===== config.mk =====
export PLATFORM = sky130hd
export DESIGN_NAME = spi_ram_burst
export DESIGN_NICKNAME = d
export VERILOG_FILES = /design/src/rtl/spi_ram_burst.sv
export SDC_FILE = /design/constraint.sdc
export NUM_CORES = 2
export LEC_CHECK = 0
export BUFFER_PORTS_ARGS = -buffer_cell sky130_fd_sc_hd__clkbuf_2
export CAP_MARGIN = 0
export CORE_ASPECT_RATIO = 0.75
export CORE_MARGIN = 4
export CORE_UTILIZATION = 35
export CTS_CLUSTER_SIZE = 24
export DETAILED_ROUTE_END_ITERATION = 8
export PLACE_DENSITY = 0.57
export SYNTH_ARGS = -nofsm -noshare
export SYNTH_HDL_FRONTEND = slang
export SYNTH_SLANG_ARGS = --single-unit

===== constraint.sdc =====
create_clock -name clk -period 3.6 [get_ports clk]
set_clock_uncertainty 0.2 [all_clocks]
set_input_delay 0.72 -clock clk [delete_from_list [all_inputs] [get_ports clk]]
set_output_delay 0.72 -clock clk [all_outputs]
set_load 0.02 [all_outputs]

===== src/rtl/spi_ram_burst.sv =====
// Command RAM behind the SPI slave path: opcode-driven address set / write / read with burst auto-increment.
// Latency: a READ accepted at edge N presents dout/tx_valid from edge N onward (one-cycle read).
// Backpressure: a single-entry output register; rx_ready drops while the result is held and tx_ready is low.
module spi_ram_burst #(
  parameter int DATA_W    = 8,
  parameter int ADDR_W    = 8,
  parameter int MEM_DEPTH = 256,
  parameter int AUTO_INC  = 1
) (
  input  logic              clk,
  input  logic              rst,
  input  logic [DATA_W+1:0] din,
  input  logic              rx_valid,
  output logic              rx_ready,
  output logic [DATA_W-1:0] dout,
  output logic              tx_valid,
  input  logic              tx_ready,
  output logic              err
);

  localparam logic [1:0] OP_SET_WADDR = 2'b00;
  localparam logic [1:0] OP_WRITE     = 2'b01;
  localparam logic [1:0] OP_SET_RADDR = 2'b10;
  localparam logic [1:0] OP_READ      = 2'b11;

  localparam logic [0:0] ST_EMPTY = 1'b0;
  localparam logic [0:0] ST_FULL  = 1'b1;

  // Depth needs one bit more than an address to hold 2**ADDR_W.
  localparam logic [ADDR_W:0]   LP_DEPTH = (ADDR_W+1)'(MEM_DEPTH);
  localparam logic [ADDR_W-1:0] LP_LAST  = ADDR_W'(MEM_DEPTH - 1);
  localparam int                IDX_W    = $clog2(MEM_DEPTH);

  logic [DATA_W-1:0] r_mem [MEM_DEPTH];
  logic [ADDR_W-1:0] r_waddr;
  logic [ADDR_W-1:0] r_raddr;
  logic [DATA_W-1:0] r_dout;
  logic [0:0]        r_state;
  logic              r_err;

  logic [1:0]        w_op;
  logic [DATA_W-1:0] w_payload;
  logic [ADDR_W-1:0] w_addr_arg;
  logic              w_in_range;
  logic              w_accept;
  logic [IDX_W-1:0]  w_widx;
  logic [IDX_W-1:0]  w_ridx;

  // Pointer advance after WRITE/READ; wraps at the last word so a pointer never reaches MEM_DEPTH.
  function automatic logic [ADDR_W-1:0] f_next(input logic [ADDR_W-1:0] p);
    if (AUTO_INC == 0) return p;
    return (p == LP_LAST) ? '0 : p + ADDR_W'(1);
  endfunction

  assign w_op       = din[DATA_W+1:DATA_W];
  assign w_payload  = din[DATA_W-1:0];
  assign w_addr_arg = din[ADDR_W-1:0];
  assign w_in_range = ({1'b0, w_addr_arg} < LP_DEPTH);
  assign tx_valid   = (r_state == ST_FULL);
  assign rx_ready   = !tx_valid || tx_ready;
  assign w_accept   = rx_valid && rx_ready;
  assign dout       = r_dout;
  assign err        = r_err;
  // Pointers are always kept below MEM_DEPTH, so the low bits are a complete array index.
  assign w_widx     = r_waddr[IDX_W-1:0];
  assign w_ridx     = r_raddr[IDX_W-1:0];

  // Memory array write port; deliberately unreset so contents survive rst.
  always_ff @(posedge clk) begin
    if (!rst && w_accept && (w_op == OP_WRITE)) begin
      r_mem[w_widx] <= w_payload;
    end
  end

  // Address pointers and sticky range-error flag, updated by accepted commands.
  always_ff @(posedge clk) begin
    if (rst) begin
      r_waddr <= '0;
      r_raddr <= '0;
      r_err   <= 1'b0;
    end else if (w_accept) begin
      case (w_op)
        OP_SET_WADDR: begin
          if (w_in_range) r_waddr <= w_addr_arg;
          else            r_err   <= 1'b1;
        end
        OP_WRITE:     r_waddr <= f_next(r_waddr);
        OP_SET_RADDR: begin
          if (w_in_range) r_raddr <= w_addr_arg;
          else            r_err   <= 1'b1;
        end
        default:      r_raddr <= f_next(r_raddr);
      endcase
    end
  end

  // Output stage EMPTY/FULL: a new READ reloads dout; otherwise tx_ready drains it.
  always_ff @(posedge clk) begin
    if (rst) begin
      r_state <= ST_EMPTY;
      r_dout  <= '0;
    end else if (w_accept && (w_op == OP_READ)) begin
      r_state <= ST_FULL;
      r_dout  <= r_mem[w_ridx];
    end else if (tx_ready) begin
      r_state <= ST_EMPTY;
    end
  end

endmodule


After elaboration in Yosys (flattened, before gate mapping) --
Memories as Yosys holds them, arrays and structs flattened. A register that Yosys moved wholly into a read port is not among the register bits. Cells that the tools add are included.
Word-level totals: register bits after elaboration 17, memory bits (writable) 2048, input port bits 14, output and inout bits 11, word-level logic and storage cells 33, memories kept 1
Memories:
- r_mem | words 256, width 8, read ports 1, clocked after memory_dff 1, wr ports 1, RTL line 34 | logic [DATA_W-1:0] r_mem [MEM_DEPTH];
Cells by class: $add $sub $neg 2, equal/unequal tests 5, mux-type cells 8, bitwise logic cells 1, reductions and logical operators 13
Operator list (number):
- $pmux 8 s2 | 2
- $add 8x1->8 const B | 2
- $eq 8x8->1 const B | 2
- $mux 8 | 2
- $eq 2x2->1 const B | 2
- $logic_and 1x1->1 | 4
- $mux 1 | 4
- $reduce_and 2->1 | 2
- $reduce_bool 2->1 | 2
- $eq 2x1->1 const B | 1
- $logic_not 1->1 | 2
- $logic_not 2->1 | 1
- $reduce_or 2->1 | 1
- $logic_or 1x1->1 | 1
- $not 1->1 | 1

Depth between registers and ports, before layout --
word-level depth 7, depth in mapped cells 13

Worst setup path before layout --
Ideal clock, no wire load.
path kind input to register, from input tx_ready, to memory r_mem[100][0], enable pin, library setup time 0.370 ns, arrival 2.738 ns, data required time 3.030 ns, path slack 0.292 ns, cell stages on the path 7, buffers on the path 2, cell sequence nand2b_1 -> nand2_1 -> nor3_1 -> clkbuf_1 -> nand3_1 -> clkbuf_1 -> nor2_1
On the way: cells in the longest elaborated chain, start to end 6
RTL lines:
- from (decl) | RTL line 17 | input logic tx_ready,
- $logic_or 1x1->1 | RTL line 60 | assign rx_ready = !tx_valid || tx_ready;
- $logic_and 1x1->1 | RTL line 61 | assign w_accept = rx_valid && rx_ready;
- $logic_and 1x1->1 (2 in a row) | RTL line 70 | if (!rst && w_accept && (w_op == OP_WRITE)) begin
- $mux 1 | RTL line 70
- $mux 1 (implied by the code) | RTL line 71 | r_mem[w_widx] <= w_payload;
- to (decl) | RTL line 34
Every way passes these cells.

==> results.txt <==
Worst Hold Slack: 135 ps
Worst Slack Setup Final: -87.9 ps
critical path capture point type: flop
WS Path Type: flop to flop
final setup violation count: 2
Seq/Total Area, Yosys: 76.4%
GRT overflow: 0
core area: 230000 µm²
CP Data Required Time: 4170 ps
Syn Area/Cell: 20.1 µm²
failing checks: negative setup slack
run status: finished, violations left
Synthesis Warnings: 0
top post-synthesis cells by area: edfxtp_1 76%, mux4_2 10%, mux2i_1 3.8%
Mapped Nets: 4051
worst slew pin tran: 1050 ps
clock latency on the worst-skew pair: 850 ps
pwr dens: 523 nW/µm²
Max Cap Viol: 0
Mapped Cells: 4032
via/cell ratio: 5.39
FFs w/ async S/R, synth: 0%
maximum VDD drop: 0.337 mV
die width: 564 µm
pre-CTS setup slack: -185 ps
final hold vios: 0
Post-DP HPWL: 138000 µm
leading area contributor after synthesis: edfxtp_1
Final Max Slew Viols: 0
Distinct cells, synth: 64
number of global-route vias before repair: 41400
fmax: 271 MHz
Slew HR: 29.5%
Max FO, Critical Path: 25
final WL: 214000 µm
DIE AREA: 240000 µm²
Leak: 29.7 nW
CP Data Arrival Time: 4260 ps
first-pass GRT wire length: 307000 µm
number of synthesized flops with an enable pin: 2048
Crit-path slowest cell: nor4_1
final core occ: 41.3%
Die Y: 425 µm
remaining antenna violation count: 0
initial core utilization: 35.3%
port bufs: 23
cell mode on critical path: buf_12
CTS root buf: clkbuf_16
synthesis-to-finish area growth: 17.0%
RSZ-0062 raised after global routing: false
crit path cell chain: buf_4, buf_12, buf_12, buf_12, mux4_2, mux2i_1, o21ai_0, o31ai_1, nor4_1, buf_4, a211o_1
IO Count: 25
Worst setup SP type: flop
prevailing post-synth register cell: edfxtp_1
overall power: 49.7 mW
Avg WL per Cell: 27.5 µm
minimum clock period: 3690 ps
GP Congestion: 0.866
clk sink count: 2073
Inserted Clock Buffers: 198
setup tns final: -102 ps
min-delay worst type: input port to flop
clock transition at the registers of the reported paths: 60 ps
crit share post-route: 102%
Synth top area share: 75.8%
drt pass-1 iters: 5
# rows: 152
count of state elements after synthesis: 2073
fin nets: 4597
CTS Buffer Depth: 4
via count: 42100
H-Tree Depth: 4
layout cells sized above 1: 27.3%
critical path's largest stage delay: 850 ps
Netlist Area Pre-Place: 81200 µm²
CTS tree: yes
Post-route DRC: 0
drt initial violations: 5085
initial antenna violation count: 9
largest net degree at the start of global routing: 99
gr usage total: 17.6%
## report_power, final
| part | internal, mW | leakage [nW] | switching [mW] |
|---|---|---|---|
| Clock | 11.4 | 3.01 | 8.87 |
| Sequential | 26.5 | 18.6 | 0.0440 |
| Combinational | 1.12 | 8.10 | 1.76 |
| Total | 39.0 | 29.7 | 10.7 |
## synthesized netlist by cell type, drive strengths merged, types with 41 or more instances
| cell type | count |
|---|---|
| o21ai | 70 |
| a211oi | 43 |
| nor2 | 302 |
| clkbuf | 102 |
| buf | 151 |
| mux4 | 386 |
| a21oi | 58 |
| o22ai | 98 |
| o221ai | 45 |
| mux2i | 312 |
| nand2 | 72 |
| edfxtp | 2048 |
| nand3 | 41 |
## logic make-up after synthesis
| logic type | share of synthesized area, % |
|---|---|
| buffers and inverters | 2.05 |
| and+or+nand+nor | 2.84 |
| muxes | 14.8 |
| AOI/OAI and AO/OA | 3.88 |
| adders and majority gates | 0.0771 |
| xor gates and xnor gates | 0.0108 |
| other | 0.00462 |
| DFF | 76.4 |
## path summary, 6_finish.rpt
| check | start | to | slack (ps) | depth (start not counted) |
|---|---|---|---|---|
| worst max register to register | r_raddr[1] | dout[2] | -90 | 11 |
| worst min-delay path | din[7] | r_mem[233][7] | 140 | 1 |
| worst min register to register | dout[5] | dout[5] | 300 | 1 |
| worst max-delay path | r_raddr[1] | dout[2] | -90 | 11 |
## per-layer routing
metal	up-vias	wire (µm)	GRT usage, %
met5	-	0	0
met4	0	4960	4.15
met3	291	17900	3.51
met2	1727	92800	25.2
met1	22300	98700	27.4
li1	17800	-	-
## area by class of cell
type	count	area, µm²
fillers	20200	135000
flip-flops and latches	2073	62000
multi-input cells	1697	17600
repair buffers	599	5310
clock buffers	237	5170
well taps	3080	3850
clock inverters	111	982
inverters	9	38.8
diodes	1	2.50
## critical path: cells and delay by family (launching register included)
kind / cells / cell delay, ps
simple gates: 1 / 850
flops: 1 / 500
compound gates: 3 / 750
buf+inv: 5 / 1000
mux: 2 / 260
## metrics by stage
step                      std cells  area, µm²
after global routing           7806      95000
after CTS                      7798      94800
after floorplan                4032      81200
after detailed placement       7449      88700
after global placement         7447      88600
final                          7807      95000
## cell usage in the layout (no fill, tap or decap), drive strengths merged, types with 8 or more instances in the layout
master | netlist | layout
o221ai | 45 | 45
buf | 151 | 583
nand4 | 14 | 14
clkinvlp | 0 | 10
nand2 | 72 | 72
a21oi | 58 | 58
mux2 | 11 | 11
dfxtp | 25 | 25
o31ai | 9 | 9
clkbuf | 102 | 252
o211ai | 9 | 9
nor2 | 302 | 302
a221oi | 20 | 20
nor4 | 16 | 16
edfxtp | 2048 | 2048
inv | 9 | 14
nand3b | 9 | 9
or3 | 10 | 10
nor3 | 25 | 25
o22ai | 98 | 98
bufinv | 0 | 16
o21ai | 70 | 70
mux2i | 312 | 312
nor2b | 13 | 13
mux4 | 386 | 386
a31oi | 8 | 8
a211o | 16 | 16
a22oi | 31 | 31
clkinv | 0 | 80
a211oi | 43 | 43
nand3 | 41 | 41
## state kept, by name, summed over array words and instances, names as in the netlist
name,count
r_mem,2048
tx_valid,1
r_raddr,8
dout,8
r_waddr,8
## what timing repair did
item	CTS	global route
endpoints found under the setup margin	2	7
gates resized for setup	2	7
buffers inserted	0	8
endpoints found under the hold margin	1	0
hold buffers	1	0
Note: power is estimated with default switching activity, not from simulation.
